[src/rtl/m_ext_pkg.sv]
// Shared M-extension definitions: instruction encodings, frontend state
// encoding and the default operand width.
package m_ext_pkg;

  localparam int XLEN_DEF = 32;

  localparam logic [6:0] OPC_OP    = 7'b0110011;
  localparam logic [6:0] F7_MULDIV = 7'b0000001;

  localparam logic [2:0] F3_DIV  = 3'b100;
  localparam logic [2:0] F3_DIVU = 3'b101;
  localparam logic [2:0] F3_REM  = 3'b110;
  localparam logic [2:0] F3_REMU = 3'b111;

  typedef enum logic [1:0] {
    ST_IDLE,
    ST_RUN,
    ST_RESP,
    ST_RELEASE
  } state_t;

  // Every funct3 with bit 2 set is one of DIV/DIVU/REM/REMU.
  function automatic logic is_div_insn(input logic [31:0] insn);
    return (insn[6:0] == OPC_OP) && (insn[31:25] == F7_MULDIV) && insn[14];
  endfunction

endpackage

[src/rtl/div_result_cache.sv]
// One-entry divide result cache: remembers the operands and both results of
// the last completed division so the complementary DIV/REM can skip the divider.
module div_result_cache
  import m_ext_pkg::*;
#(
  parameter int XLEN = XLEN_DEF
) (
  input  logic            clk,
  input  logic            resetn,
  input  logic            fill_en,
  input  logic [XLEN-1:0] fill_a,
  input  logic [XLEN-1:0] fill_b,
  input  logic            fill_uns,
  input  logic [XLEN-1:0] fill_q,
  input  logic [XLEN-1:0] fill_r,
  input  logic [XLEN-1:0] look_a,
  input  logic [XLEN-1:0] look_b,
  input  logic            look_uns,
  output logic            hit,
  output logic [XLEN-1:0] hit_q,
  output logic [XLEN-1:0] hit_r
);

  logic            valid_q, valid_d;
  logic            uns_q, uns_d;
  logic [XLEN-1:0] a_q, a_d, b_q, b_d, q_q, q_d, r_q, r_d;

  always_comb begin
    valid_d = valid_q;
    uns_d   = uns_q;
    a_d     = a_q;
    b_d     = b_q;
    q_d     = q_q;
    r_d     = r_q;
    if (fill_en) begin
      valid_d = 1'b1;
      uns_d   = fill_uns;
      a_d     = fill_a;
      b_d     = fill_b;
      q_d     = fill_q;
      r_d     = fill_r;
    end
  end

  always_ff @(posedge clk or negedge resetn) begin
    if (!resetn) valid_q <= 1'b0;
    else         valid_q <= valid_d;
  end

  // The entry payload is only meaningful while valid_q is set.
  always_ff @(posedge clk) begin
    uns_q <= uns_d;
    a_q   <= a_d;
    b_q   <= b_d;
    q_q   <= q_d;
    r_q   <= r_d;
  end

  assign hit   = valid_q && (look_a == a_q) && (look_b == b_q) && (look_uns == uns_q);
  assign hit_q = q_q;
  assign hit_r = r_q;

endmodule

[src/rtl/pcpi_div_frontend.sv]
// PCPI frontend for the serial divider: decodes DIV/DIVU/REM/REMU, drives the
// divider start/done handshake and returns the quotient or remainder.
module pcpi_div_frontend
  import m_ext_pkg::*;
#(
  parameter int XLEN     = XLEN_DEF,
  parameter bit CACHE_EN = 1'b1
) (
  input  logic            clk,
  input  logic            resetn,
  input  logic            pcpi_valid,
  input  logic [31:0]     pcpi_insn,
  input  logic [XLEN-1:0] pcpi_rs1,
  input  logic [XLEN-1:0] pcpi_rs2,
  output logic            pcpi_wr,
  output logic [XLEN-1:0] pcpi_rd,
  output logic            pcpi_wait,
  output logic            pcpi_ready,
  output logic            div_start,
  output logic            div_unsigned,
  output logic [XLEN-1:0] div_a,
  output logic [XLEN-1:0] div_b,
  input  logic [XLEN-1:0] div_q,
  input  logic [XLEN-1:0] div_r,
  input  logic            div_done
);

  state_t          state_q, state_d;
  logic            abort_q, abort_d;
  logic            uns_q, uns_d, rem_q, rem_d;
  logic [XLEN-1:0] a_q, a_d, b_q, b_d, res_q, res_d;

  logic            match, accept, abort_now, fill_en;
  logic            hit;
  logic [XLEN-1:0] hit_q, hit_r;

  assign match     = is_div_insn(pcpi_insn);
  assign accept    = (state_q == ST_IDLE) && pcpi_valid && match;
  // A valid drop in the very cycle done arrives still counts as an abort.
  assign abort_now = abort_q || !pcpi_valid;
  assign fill_en   = (state_q == ST_RUN) && div_done && !abort_now;

  generate
    if (CACHE_EN) begin : g_cache
      div_result_cache #(.XLEN(XLEN)) u_cache (
        .clk     (clk),
        .resetn  (resetn),
        .fill_en (fill_en),
        .fill_a  (a_q),
        .fill_b  (b_q),
        .fill_uns(uns_q),
        .fill_q  (div_q),
        .fill_r  (div_r),
        .look_a  (pcpi_rs1),
        .look_b  (pcpi_rs2),
        .look_uns(pcpi_insn[12]),
        .hit     (hit),
        .hit_q   (hit_q),
        .hit_r   (hit_r)
      );
    end else begin : g_no_cache
      assign hit   = 1'b0;
      assign hit_q = '0;
      assign hit_r = '0;
    end
  endgenerate

  always_ff @(posedge clk or negedge resetn) begin
    if (!resetn) begin
      state_q <= ST_IDLE;
      abort_q <= 1'b0;
    end else begin
      state_q <= state_d;
      abort_q <= abort_d;
    end
  end

  // Operand/result registers are only observed through state-gated outputs.
  always_ff @(posedge clk) begin
    uns_q <= uns_d;
    rem_q <= rem_d;
    a_q   <= a_d;
    b_q   <= b_d;
    res_q <= res_d;
  end

  always_comb begin
    state_d = state_q;
    abort_d = abort_q;
    uns_d   = uns_q;
    rem_d   = rem_q;
    a_d     = a_q;
    b_d     = b_q;
    res_d   = res_q;
    case (state_q)
      ST_IDLE: begin
        if (accept) begin
          abort_d = 1'b0;
          uns_d   = pcpi_insn[12];
          rem_d   = pcpi_insn[13];
          a_d     = pcpi_rs1;
          b_d     = pcpi_rs2;
          res_d   = pcpi_insn[13] ? hit_r : hit_q;
          state_d = hit ? ST_RESP : ST_RUN;
        end
      end
      ST_RUN: begin
        if (!pcpi_valid) abort_d = 1'b1;
        if (div_done) begin
          res_d   = rem_q ? div_r : div_q;
          state_d = abort_now ? ST_RELEASE : ST_RESP;
        end
      end
      ST_RESP:    state_d = ST_RELEASE;
      ST_RELEASE: if (!div_done) state_d = ST_IDLE;
      default:    state_d = ST_IDLE;
    endcase
  end

  always_comb begin
    div_start    = (state_q == ST_RUN);
    div_unsigned = (state_q == ST_RUN) && uns_q;
    div_a        = (state_q == ST_RUN) ? a_q : '0;
    div_b        = (state_q == ST_RUN) ? b_q : '0;
    pcpi_ready   = (state_q == ST_RESP);
    pcpi_wr      = (state_q == ST_RESP);
    pcpi_rd      = (state_q == ST_RESP) ? res_q : '0;
    pcpi_wait    = resetn && pcpi_valid && match && (state_q != ST_RELEASE);
  end

endmodule

[config.mk]
export PLATFORM = sky130hd
export DESIGN_NAME = pcpi_div_frontend
export DESIGN_NICKNAME = d
export VERILOG_FILES = /design/src/rtl/m_ext_pkg.sv /design/src/rtl/div_result_cache.sv /design/src/rtl/pcpi_div_frontend.sv
export SDC_FILE = /design/constraint.sdc
export NUM_CORES = 1
export LEC_CHECK = 0
export CAP_MARGIN = 20
export CORE_ASPECT_RATIO = 2
export CORE_MARGIN = 2
export CORE_UTILIZATION = 52
export DETAILED_ROUTE_END_ITERATION = 12
export HOLD_SLACK_MARGIN = 0.02
export PLACE_DENSITY = 0.93
export SLEW_MARGIN = 10
export SYNTH_ARGS = -nofsm -noshare
export SYNTH_HDL_FRONTEND = slang
export SYNTH_SLANG_ARGS = --single-unit
export TNS_END_PERCENT = 1
[constraint.sdc]
create_clock -name clk -period 12.67 [get_ports clk]
set_clock_uncertainty 0.2 [all_clocks]
set_input_delay 1.9005 -clock clk [delete_from_list [all_inputs] [get_ports clk]]
set_output_delay 1.9005 -clock clk [all_outputs]
set_load 0.01 [all_outputs]
Word-level counts from Yosys, hierarchy flattened
Index checks and enable logic that the tools add are counted.
- eq/ne operators: 13
- muxes and demuxes: 17
- reduce and logical (&&, ||, !) cells: 22
- operators with widths (operator ; count):
    2-to-1 mux 32 bit ; 7
    equality test 32 bit ; 2
    case mux 32 bit (2 select lines) ; 1
    logical AND 1 bit ; 13
    AND reduction 3 bit ; 3
    2-to-1 mux 2 bit ; 4
    inequality test 2 bit, second input constant ; 4
    case mux 2 bit (4 select lines) ; 1
    equality test 7 x 1 -> 1 bit, second input constant ; 1
    equality test 7 x 6 -> 1 bit, second input constant ; 1
    equality test 2 bit, second input constant ; 2
    2-to-1 mux 1 bit ; 3
    equality test 2 x 1 -> 1 bit, second input constant ; 1
    zero test 1 bit ; 2
    zero test 2 bit ; 1
    inequality test 2 x 1 -> 1 bit, second input constant ; 1
    case mux 1 bit (2 select lines) ; 1
    AND reduction 2 bit ; 1
    nonzero test 2 bit ; 1
    equality test 1 bit ; 1
    logical OR 1 bit ; 1
- register bits: 231
- input bits: 164
- output and inout bits: 101
- word-level logic and storage cells: 65

Longest topological paths before layout
Gate-level depths: netlist of the first run.
- depth in word-level cells: 7
- mapped depth: 7
- depth with buffers taken out: 7

Cells and area by module
Synthesis of the first run repeated with hierarchy kept, for this count alone.
- cells, all modules: 620
- area, all modules: 9593.0 µm²
- modules (own cells, without submodules) (module ; instances ; cells each ; area each (µm²) ; sequential area each (µm²)):
    pcpi_div_frontend ; 1 ; 385 ; 4917.2 ; 3017.9
    div_result_cache ; 1 ; 235 ; 4675.7 ; 3898.7

Worst setup path after synthesis of the first run
Ideal clock, no wire load.
- kind: input to register
- start point: input pcpi_valid
- end point: register g_cache.u_cache.valid_q
- setup time: 0.099 ns
- arrival time: 7.962 ns
- data required time: 12.371 ns
- slack: 4.409 ns
- stages on the path: 3
- buffers on the path: 0
- cells stage by stage: nand2b_1 > nor2_1 > or2_2
- word-level cells in the longest chain between the ends: 4
- RTL lines (item ; line ; text):
    start, declared ; pcpi_div_frontend.sv:11 ; input logic pcpi_valid,
    zero test 1 bit ; - ;
    logical OR 1 bit ; pcpi_div_frontend.sv:40 ; assign abort_now = abort_q || !pcpi_valid;
    zero test 1 bit ; pcpi_div_frontend.sv:41 ; assign fill_en = (state_q == ST_RUN) && div_done && !abort_now;
    logical AND 1 bit ; pcpi_div_frontend.sv:41 ;
    via fill_en ; pcpi_div_frontend.sv:33 ; logic match, accept, abort_now, fill_en;
    end signal, assigned ; div_result_cache.sv:47 ; else valid_q <= valid_d;
    end, declared ; div_result_cache.sv:24 ; logic valid_q, valid_d;
The timed path passes the listed nets, and every way through them passes these cells.
A chain may end at the register's enable or synchronous reset.

Worst setup path in the final report of the first run
- start point: input pcpi_insn[14]
- end point: output pcpi_wait
- word-level cells in the longest chain between the ends: 3
- RTL lines (item ; line ; text):
    start, declared ; pcpi_div_frontend.sv:12 ; input logic [31:0] pcpi_insn,
    logical AND 1 bit ; m_ext_pkg.sv:24 ; return (insn[6:0] == OPC_OP) && (insn[31:25] == F7_MULDIV) && insn[14];
    logical AND 1 bit (2 in series) ; pcpi_div_frontend.sv:128 ; pcpi_wait = resetn && pcpi_valid && match && (state_q != ST_RELEASE);
    end, declared ; pcpi_div_frontend.sv:17 ; output logic pcpi_wait,
Every way passes these cells.

==> results.py, run 1 <==
metrics = {
    "status": {
        "outcome": "completed",
    },
    "timing": {
        "max_freq_ghz": 0.165,
        "rsz0062_at_grt": "no",
        "period_needed_ns": 6.05,
        "setup_viol": 0,
        "hold_slack_ns": 0.237,
        "fin_crit_sh": 0.478,
        "worstMarginPinSlew_ns": 0.922,
        "setup-tns-final_ns": 0,
        "hold_viol": 0,
        "finalMaxSlewViolations": 0,
        "slew-limit-headroom": 0.385,
    },
    "grt": {
        "globalRouteTotalUtil": 0.235,
        "busiest_layer": "met2",
        "gr-usage-met3": 0.0346,
        "grt_pass1_wl_mm": 35.0,
        "met2_usage": 0.418,
        "gr-total-overflow": 0,
        "grtUsageMet1": 0.263,
        "antenna_found_initial": 3,
        "grt_start_max_net_pins": 77,
        "grt_pass1_vias": 6457,
    },
    "yosys": {
        "synth_area_mm2": 0.00960,
        "synth_fp_nets": 798,
        "ys_ff_latch": 231,
        "synth_edf_count": 227,
        "async_reset_ff_frac": 0.0173,
        "yosysSeqAreaShare": 0.720,
        "avgSynthCellArea_um2": 15.3,
        "ys.flop_type": "edfxtp_1",
        "synthCells": 629,
        "ys_types": 37,
        "synth_warnings": 0,
    },
    "critical_path": {
        "crit_path_cell_trace": "clkdlybuf4s50_1 -> nor4bb_1 -> nand4_1 -> nor3b_1 -> clkdlybuf4s50_1",
        "cp_max_fo": 4,
        "crit_path_end_kind": "output port",
        "slowest_delay_ns": 0.60,
        "rr_worst_depth": 6,
        "worstSetupPathType": "in2out",
        "worst_path_max_delay_cell": "clkdlybuf4s50_1",
        "cp.arrival_ns": 3.95,
        "worst_setup_path_start_kind": "primary input",
        "cpMostUsedCell": "clkdlybuf4s50_1",
        "cp.required_ns": 10.57,
    },
    "final_layout": {
        "syn_to_final_growth_pct": 35.2,
        "fin_area_mm2": 0.0130,
        "drive_gt1_frac": 0.0492,
        "fin_cells": 1113,
        "final_util": 0.713,
        "nNetsFinal": 1048,
    },
    "die": {
        "die_w_um": 100,
        "row_count": 70,
        "coreArea_mm2": 0.0182,
        "start_util": 0.527,
        "dieArea_mm2": 0.0196,
        "die_h_um": 196,
        "ioPinCount": 265,
    },
    "worst_hold_path": {
        "hold_path_depth": 0,
        "min_path_type": "reg2reg",
    },
    "clock_network": {
        "htree_levels": 1,
        "cts_setup_buffers": 0,
        "cts_tree": "done",
        "root_buffer": "clkbuf_16",
        "cts_resized": 0,
        "cts.clk_slew.worst_paths_ns": 0.07,
        "cts_buffers": 21,
        "cts_buffer_depth": 3,
        "cts_hold_buffers": 0,
        "clk_latency_ns": 0.50,
        "clkSinkCount": 231,
    },
    "placement": {
        "place_inst": 1071,
        "placed_area_mm2": 0.0123,
        "gp_congestion": 0.853,
        "hpwlAfterDp_mm": 16.6,
        "numPortBuffers": 249,
    },
    "routing": {
        "first_pass_iters": 4,
        "wl_per_cell_um": 21.0,
        "drt_iter0_markers": 267,
        "drt_wl_total_mm": 23.4,
        "vias_per_cell": 5.53,
        "ant_nets": 0,
        "num_vias": 6160,
        "drc": 0,
    },
    "power": {
        "leakage_nw": 4.41,
        "ir_drop_v": 0.000146,
        "powerDensity_mw_per_mm2": 165,
    },
    "flow_run": {
        "drv_cap": 0,
    },
}
final timing paths:
path                       slack [ns]                                   to              startpoint
max in group asynchronous       10.67                  abort_q$_DFFE_PN0P_                  resetn
max reg2reg                      9.23  g_cache.u_cache.hit_r[23]$_DFFE_PP_  state_q[1]$_DFFE_PN0P_
min in group asynchronous        1.41               state_q[0]$_DFFE_PN0P_                  resetn
min                              0.24    g_cache.u_cache.b_q[21]$_DFFE_PP_       b_q[21]$_DFFE_PP_
min reg2reg                      0.24    g_cache.u_cache.b_q[21]$_DFFE_PP_       b_q[21]$_DFFE_PP_
max                              6.62                            pcpi_wait           pcpi_insn[14]
Yosys cell counts, types with 2 or more instances:
library cell  number  share of area
a2111o_1           3         0.0035
mux2i_1           32          0.033
and2b_1            4         0.0031
and2_1            97          0.063
nor3b_1            2         0.0016
nand2_1            6         0.0023
a21oi_1           34          0.018
xor2_1            18          0.016
buf_1              2        0.00078
o221ai_1           3         0.0027
xnor2_1           26          0.024
nor2_1             2        0.00078
dfrtp_1            4          0.010
clkbuf_1          25         0.0098
nor4_1             9         0.0059
nor2b_1           42          0.027
ha_1               5         0.0065
nor4bb_1           2         0.0021
o22ai_1            5         0.0033
a2111oi_0          4         0.0036
nand4_1           10         0.0065
a211oi_1          33          0.026
edfxtp_1         227           0.71
inv_1             21         0.0082
critical path: cells and delay by family:
kind | cells | cell delay (ns)
buf+inv | 2 | 1.06
simple gates | 3 | 0.97
placed cells by master (no fill, tap or decap), types with 9 or more instances in the layout:
cell / synthesis / layout
clkbuf_16: 0 / 21
xnor2_1: 26 / 26
a21oi_1: 34 / 34
clkdlybuf4s50_1: 0 / 248
mux2i_1: 32 / 32
nor4_1: 9 / 9
nor2b_1: 42 / 42
nand4_1: 10 / 10
a211oi_1: 33 / 33
xor2_1: 18 / 18
inv_1: 21 / 21
edfxtp_1: 227 / 227
and2_1: 97 / 97
per-stage QoR:
step                power, mW  setup slack (ns)
floorplan                1.24              4.41
global placement         1.54              6.72
detailed placement       1.56              6.66
CTS                      2.16              6.64
global route             2.24              6.45
finish                   2.14              6.62
report_power, final:
| part | internal (mW) | switching, mW |
|---|---|---|
| logic | 0.291 | 0.305 |
| registers | 0.931 | 0.0161 |
| clock network | 0.327 | 0.271 |
| total | 1.55 | 0.591 |
sequential cells by signal, indices dropped and copies added (netlist names):
register                 flops
res_q                       32
state_q                      2
rem_q                        1
g_cache.u_cache.uns_q        1
g_cache.u_cache.b_q         32
g_cache.u_cache.hit_q       32
abort_q                      1
g_cache.u_cache.a_q         32
b_q                         32
a_q                         32
g_cache.u_cache.hit_r       32
g_cache.u_cache.valid_q      1
uns_q                        1
metal layers:
metal,vias up,part of all wire
met5,-,0
met4,0,0.067
met3,84,0.052
met2,255,0.54
met1,2977,0.34
li1,2844,-
cell families (layout without fill, tap and decap cells):
kind of cell             after synthesis  after routing  share of synthesized area
AO/OA/AOI/OAI                         88             88                     0.0616
XOR/XNOR                              44             44                     0.0401
adder cells (fa/ha/maj)                5              5                    0.00652
buffers and inverters                 50            315                     0.0201
flip-flops                           231            231                      0.720
multiplexers                          32             32                     0.0334
other                                  0              3                          0
AND/OR/NAND/NOR                      179            179                      0.118
layout make-up:
class                   instances  area (µm²)
inverters                      21        78.8
clock buffers                  26         544
multi-input cells             348        2520
repair buffers                256        2550
well taps                     216         270
fillers                      1131        5240
clock inverters                12        88.8
diodes                          3        7.51
flip-flops and latches        231        6920
Power figures use the tool's default switching activity.
==> run 2: changes to the inputs <==
CORE_UTILIZATION = 44   (was 52)
PLACE_DENSITY = 0.84   (was 0.93)
clock period = 4.9 ns   (was 12.67 ns; I/O delays follow)
==> run 2 against run 1 <==
  * Sequential power grew to 2.6 times the previous value
  * Combinational power increased to 2.6 times the previous value
  * Cell area is 0.33% higher
  * Worst hold slack better by 0.0019 ns
  * Critical path depth decreased by 1
  * Via count fell by 1.9%
  * Clock power grew to 2.5 times the previous value
  * Total power grew to 2.6 times the previous value
  * Flip-flop and latch count is the same
==> results.py, run 2 (synthesis gave the netlist of run 1 again) <==
metrics = {
    "die": {
        "coreArea_mm2": 0.0215,
        "die_h_um": 213,
        "row_count": 76,
        "dieArea_mm2": 0.0231,
        "ioPinCount": 265,
        "die_w_um": 108,
        "start_util": 0.447,
    },
    "timing": {
        "hold_viol": 0,
        "fin_crit_sh": 0.753,
        "setup-tns-final_ns": 0,
        "max_freq_ghz": 0.271,
        "rsz0062_at_grt": "no",
        "slew-limit-headroom": 0.321,
        "period_needed_ns": 3.69,
        "finalMaxSlewViolations": 0,
        "timing.final.ws_setup_ns": 1.21,
        "worstMarginPinSlew_ns": 1.02,
        "setup_viol": 0,
    },
    "placement": {
        "place_ws_ns": 1.32,
        "place_inst": 1130,
        "gp_congestion": 0.828,
        "hpwlAfterDp_mm": 16.1,
        "numPortBuffers": 249,
        "placed_area_mm2": 0.0124,
    },
    "grt": {
        "globalRouteTotalUtil": 0.196,
        "grt_start_max_net_pins": 80,
        "antenna_found_initial": 0,
        "grt_pass1_wl_mm": 34.3,
        "grt_pass1_vias": 6486,
        "gr-total-overflow": 0,
    },
    "routing": {
        "ant_nets": 0,
        "num_vias": 6042,
        "drt_wl_total_mm": 22.8,
        "vias_per_cell": 5.18,
        "drt_iter0_markers": 222,
        "first_pass_iters": 4,
        "drc": 0,
        "wl_per_cell_um": 19.6,
    },
    "final_layout": {
        "drive_gt1_frac": 0.0460,
        "layout_commonest_cell": "clkdlybuf4s50_1",
        "syn_to_final_growth_pct": 35.6,
        "nNetsFinal": 1049,
        "fin_cells": 1166,
        "fin_area_mm2": 0.0130,
        "layout_common_cells": "clkdlybuf4s50_1, edfxtp_1, and2_1",
    },
    "flow_run": {
        "drv_cap": 0,
    },
    "critical_path": {
        "crit_path_cell_trace": "inv_1 -> ha_1 -> and2_1 -> clkdlybuf4s50_1",
        "worst_setup_path_start_kind": "flop",
        "crit_path_end_kind": "output port",
        "cp.arrival_ns": 2.75,
        "worstSetupPathType": "reg2out",
        "rr_worst_depth": 7,
        "worst_path_max_delay_cell": "ha_1",
        "cp.required_ns": 3.96,
        "slowest_delay_ns": 0.85,
        "cp_max_fo": 35,
    },
    "worst_hold_path": {
        "min_path_type": "reg2reg",
        "hold_path_depth": 0,
    },
    "clock_network": {
        "cts_setup_buffers": 0,
        "clk_latency_ns": 0.50,
        "root_buffer": "clkbuf_16",
        "cts_buffer_depth": 3,
        "cts_tree": "done",
        "htree_levels": 1,
        "cts.clk_slew.worst_paths_ns": 0.07,
        "clkSinkCount": 231,
        "cts_buffers": 21,
        "cts_hold_buffers": 0,
        "cts_resized": 0,
    },
    "status": {
        "outcome": "completed",
    },
    "power": {
        "leakage_nw": 4.41,
        "ir_drop_v": 0.000269,
        "total_power_mw": 5.50,
        "powerDensity_mw_per_mm2": 422,
    },
}
## run 2: changes by cell type in the layout (fill, tap and decap cells not counted), sizes merged
cell      previous run  this run
clkbuf              26        23
diode                3         1
buf                  8         9
clkinv               8         9
clkinvlp             2         1
## run 2: metal layers
| metal | wire [µm] | global-route usage | vias to the layer above |
|---|---|---|---|
| met5 | 0 | 0 | - |
| met3 | 1220 | 0.0327 | 52 |
| met4 | 1020 | 0.0946 | 0 |
| met2 | 12600 | 0.367 | 221 |
| li1 | - | - | 2839 |
| met1 | 7980 | 0.208 | 2930 |
## run 2: power by group
part / leakage, nW / internal [mW] / switching, mW
Sequential: 2.10 / 2.40 / 0.0359
Clock: 0.299 / 0.835 / 0.685
Combinational: 2.01 / 0.757 / 0.778
Total: 4.41 / 4.00 / 1.50
## run 2: cell type report
| type | count | area (µm²) |
|---|---|---|
| antenna | 1 | 2.50 |
| clock buffer | 23 | 533 |
| clock inverter | 12 | 82.6 |
| fill | 1664 | 8470 |
| inverter | 21 | 78.8 |
| multi-input combinational | 348 | 2520 |
| sequential | 231 | 6920 |
| tap | 273 | 342 |
| timing repair buffer | 257 | 2550 |
## run 2: final timing paths
kind                                         from                                  end  slack [ns]
hold / removal                  b_q[19]$_DFFE_PP_    g_cache.u_cache.b_q[19]$_DFFE_PP_        0.24
max in group asynchronous                  resetn                  abort_q$_DFFE_PN0P_        4.04
setup reg to reg           state_q[1]$_DFFE_PN0P_                   res_q[8]$_DFFE_PP_        1.87
min in group asynchronous                  resetn  g_cache.u_cache.valid_q$_DFFE_PN0P_        0.26
setup / recovery           state_q[0]$_DFFE_PN0P_                           pcpi_rd[5]        1.21
hold reg to reg                 b_q[19]$_DFFE_PP_    g_cache.u_cache.b_q[19]$_DFFE_PP_        0.24
## run 2: stage by stage
stage	utilization	hold WS (ns)
final	0.606	0.239
after global routing	0.606	0.244
after floorplan	-	0.218
after detailed placement	0.577	0.227
after CTS	0.606	0.238
after global placement	0.577	0.223
## run 2: critical path, delay by kind of cell (launching register included)
family	cells	cell delay, ns
adder cells (fa/ha/maj)	1	0.85
buffers and inverters	2	0.74
flip-flops	1	0.43
AND/OR/NAND/NOR	1	0.24
==> run 3: changes to the inputs <==
clock period = 3 ns   (was 4.9 ns; I/O delays follow)
==> run 3 against run 2 <==
  * Clock-buffer cell count unchanged
  * Worst hold slack worse by 0.0048 ns
  * Sequential share of layout area down 1.1 points
  * Via count about the same
==> results.py, run 3 (synthesis gave the netlist of run 1 again) <==
metrics = {
    "critical_path": {
        "cp_top_family": "buffers and inverters",
        "slowest_delay_ns": 0.58,
        "worstSetupPathType": "reg2out",
        "cp_max_fo": 34,
        "crit_path_cell_trace": "inv_1 -> ha_1 -> buf_12 -> and2_1 -> clkdlybuf4s50_1",
        "worst_path_max_delay_cell": "clkdlybuf4s50_1",
        "regToRegSetupSlack_ns": 0.63,
        "cp.arrival_ns": 2.23,
        "rr_worst_depth": 6,
        "cp.required_ns": 2.35,
        "crit_path_end_kind": "output port",
        "reg2reg_to": "g_cache.u_cache.hit_q[2]$_DFFE_PP_",
        "worst_setup_path_start_kind": "flop",
        "crit_buf_inv": 3,
        "timing.rr.start": "state_q[1]$_DFFE_PN0P_",
    },
    "final_layout": {
        "drive_gt1_frac": 0.0642,
        "syn_to_final_growth_pct": 38.5,
        "fin_cells": 1180,
        "nNetsFinal": 1061,
        "layout_commonest_cell": "clkdlybuf4s50_1",
        "layout_common_cells": "clkdlybuf4s50_1, edfxtp_1, and2_1",
    },
    "timing": {
        "rsz0062_at_grt": "no",
        "worstMarginPinSlew_ns": 0.731,
        "setup-tns-final_ns": 0,
        "finalMaxSlewViolations": 0,
        "slew-limit-headroom": 0.512,
        "max_freq_ghz": 0.348,
        "period_needed_ns": 2.88,
        "hold_viol": 0,
        "fin_crit_sh": 0.959,
        "timing.final.ws_setup_ns": 0.124,
        "setup_viol": 0,
    },
    "clock_network": {
        "cts_tree": "done",
        "cts_buffers": 20,
        "htree_levels": 1,
        "cts_buffer_depth": 3,
        "clk_latency_ns": 0.50,
        "cts.clk_slew.worst_paths_ns": 0.08,
        "clkSinkCount": 231,
        "root_buffer": "clkbuf_16",
    },
    "routing": {
        "drt_iter0_markers": 321,
        "first_pass_iters": 5,
        "vias_per_cell": 5.12,
        "wl_per_cell_um": 19.7,
        "drt_wl_total_mm": 23.3,
        "ant_nets": 0,
        "drc": 0,
        "num_vias": 6045,
    },
    "grt": {
        "grt_pass1_wl_mm": 34.6,
        "globalRouteTotalUtil": 0.199,
        "antenna_found_initial": 3,
        "gr-total-overflow": 0,
        "grt_start_max_net_pins": 67,
        "grt_pass1_vias": 6341,
    },
    "worst_hold_path": {
        "min_to": "g_cache.u_cache.a_q[14]$_DFFE_PP_",
        "worstHoldStart": "a_q[14]$_DFFE_PP_",
        "hold_path_depth": 0,
        "min_path_type": "reg2reg",
    },
    "power": {
        "ir_drop_v": 0.000562,
        "powerDensity_mw_per_mm2": 702,
        "leakage_nw": 4.54,
    },
    "die": {
        "die_w_um": 108,
        "dieArea_mm2": 0.0231,
        "die_h_um": 213,
        "ioPinCount": 265,
        "coreArea_mm2": 0.0215,
        "start_util": 0.447,
        "row_count": 76,
    },
    "placement": {
        "hpwlAfterDp_mm": 16.7,
        "numPortBuffers": 249,
        "place_ws_ns": 0.184,
        "place_inst": 1140,
        "gp_congestion": 0.794,
    },
    "status": {
        "outcome": "completed",
    },
    "flow_run": {
        "drv_cap": 0,
    },
}
## run 3: cell count changes in the layout (fill, tap and decap cells not counted), moves of 2 or more
cell / previous run / this run
buf_12: 0 / 9
diode_2: 1 / 3
bufinv_16: 1 / 3
clkinv_1: 7 / 3
buf_4: 8 / 10
## run 3: metrics by stage
stage                     area, µm²  hold slack [ns]  power (mW)   util
after floorplan                9640          -0.0456        5.28      -
after global placement        12600            0.221        6.67  0.586
after detailed placement      12600            0.230        6.72  0.586
after CTS                     13300            0.238        9.44  0.618
after global routing          13300            0.242        9.76  0.619
final                         13300            0.235        9.34  0.619
## run 3: worst max path at each step
| stage | slack [ns] | start | end | cells past startpoint |
|---|---|---|---|---|
| global placement | 0.20 | pcpi_rs1[20] | state_q[0]$_DFFE_PN0P_ | 8 |
| global route | 0.002 | state_q[0]$_DFFE_PN0P_ | pcpi_rd[12] | 5 |
| floorplan | -0.41 | state_q[1]$_DFFE_PN0P_ | g_cache.u_cache.a_q[0]$_DFFE_PP_ | 5 |
| detailed placement | 0.18 | pcpi_insn[14] | state_q[0]$_DFFE_PN0P_ | 8 |
| finish | 0.12 | state_q[0]$_DFFE_PN0P_ | pcpi_rd[27] | 5 |
| CTS | 0.02 | state_q[1]$_DFFE_PN0P_ | div_a[9] | 5 |
## run 3: per-layer routing
layer,vias up,share of wire,track usage
met5,-,0,0
met4,0,0.036,0.0875
met3,43,0.055,0.0324
met2,227,0.56,0.370
met1,2907,0.35,0.218
li1,2868,-,-
## run 3: what timing repair did
item,CTS,global route
endpoints found under the hold margin,4,0
gates resized for setup,2,2
setup endpoints to repair,38,10
buffers inserted,1,1
hold buffers,1,0
## run 3: layout make-up
cell class / instances / area (µm²)
Clock buffer: 23 / 533
Sequential cell: 231 / 6920
Inverter: 21 / 78.8
Timing Repair Buffer: 270 / 2760
Antenna cell: 3 / 7.51
Multi-Input combinational cell: 348 / 2530
Tap cell: 273 / 342
Fill cell: 1620 / 8190
Clock inverter: 11 / 133
## run 3: power breakdown
part	internal (mW)	switching [mW]
logic	1.38	1.32
registers	3.92	0.0666
clock network	1.53	1.12
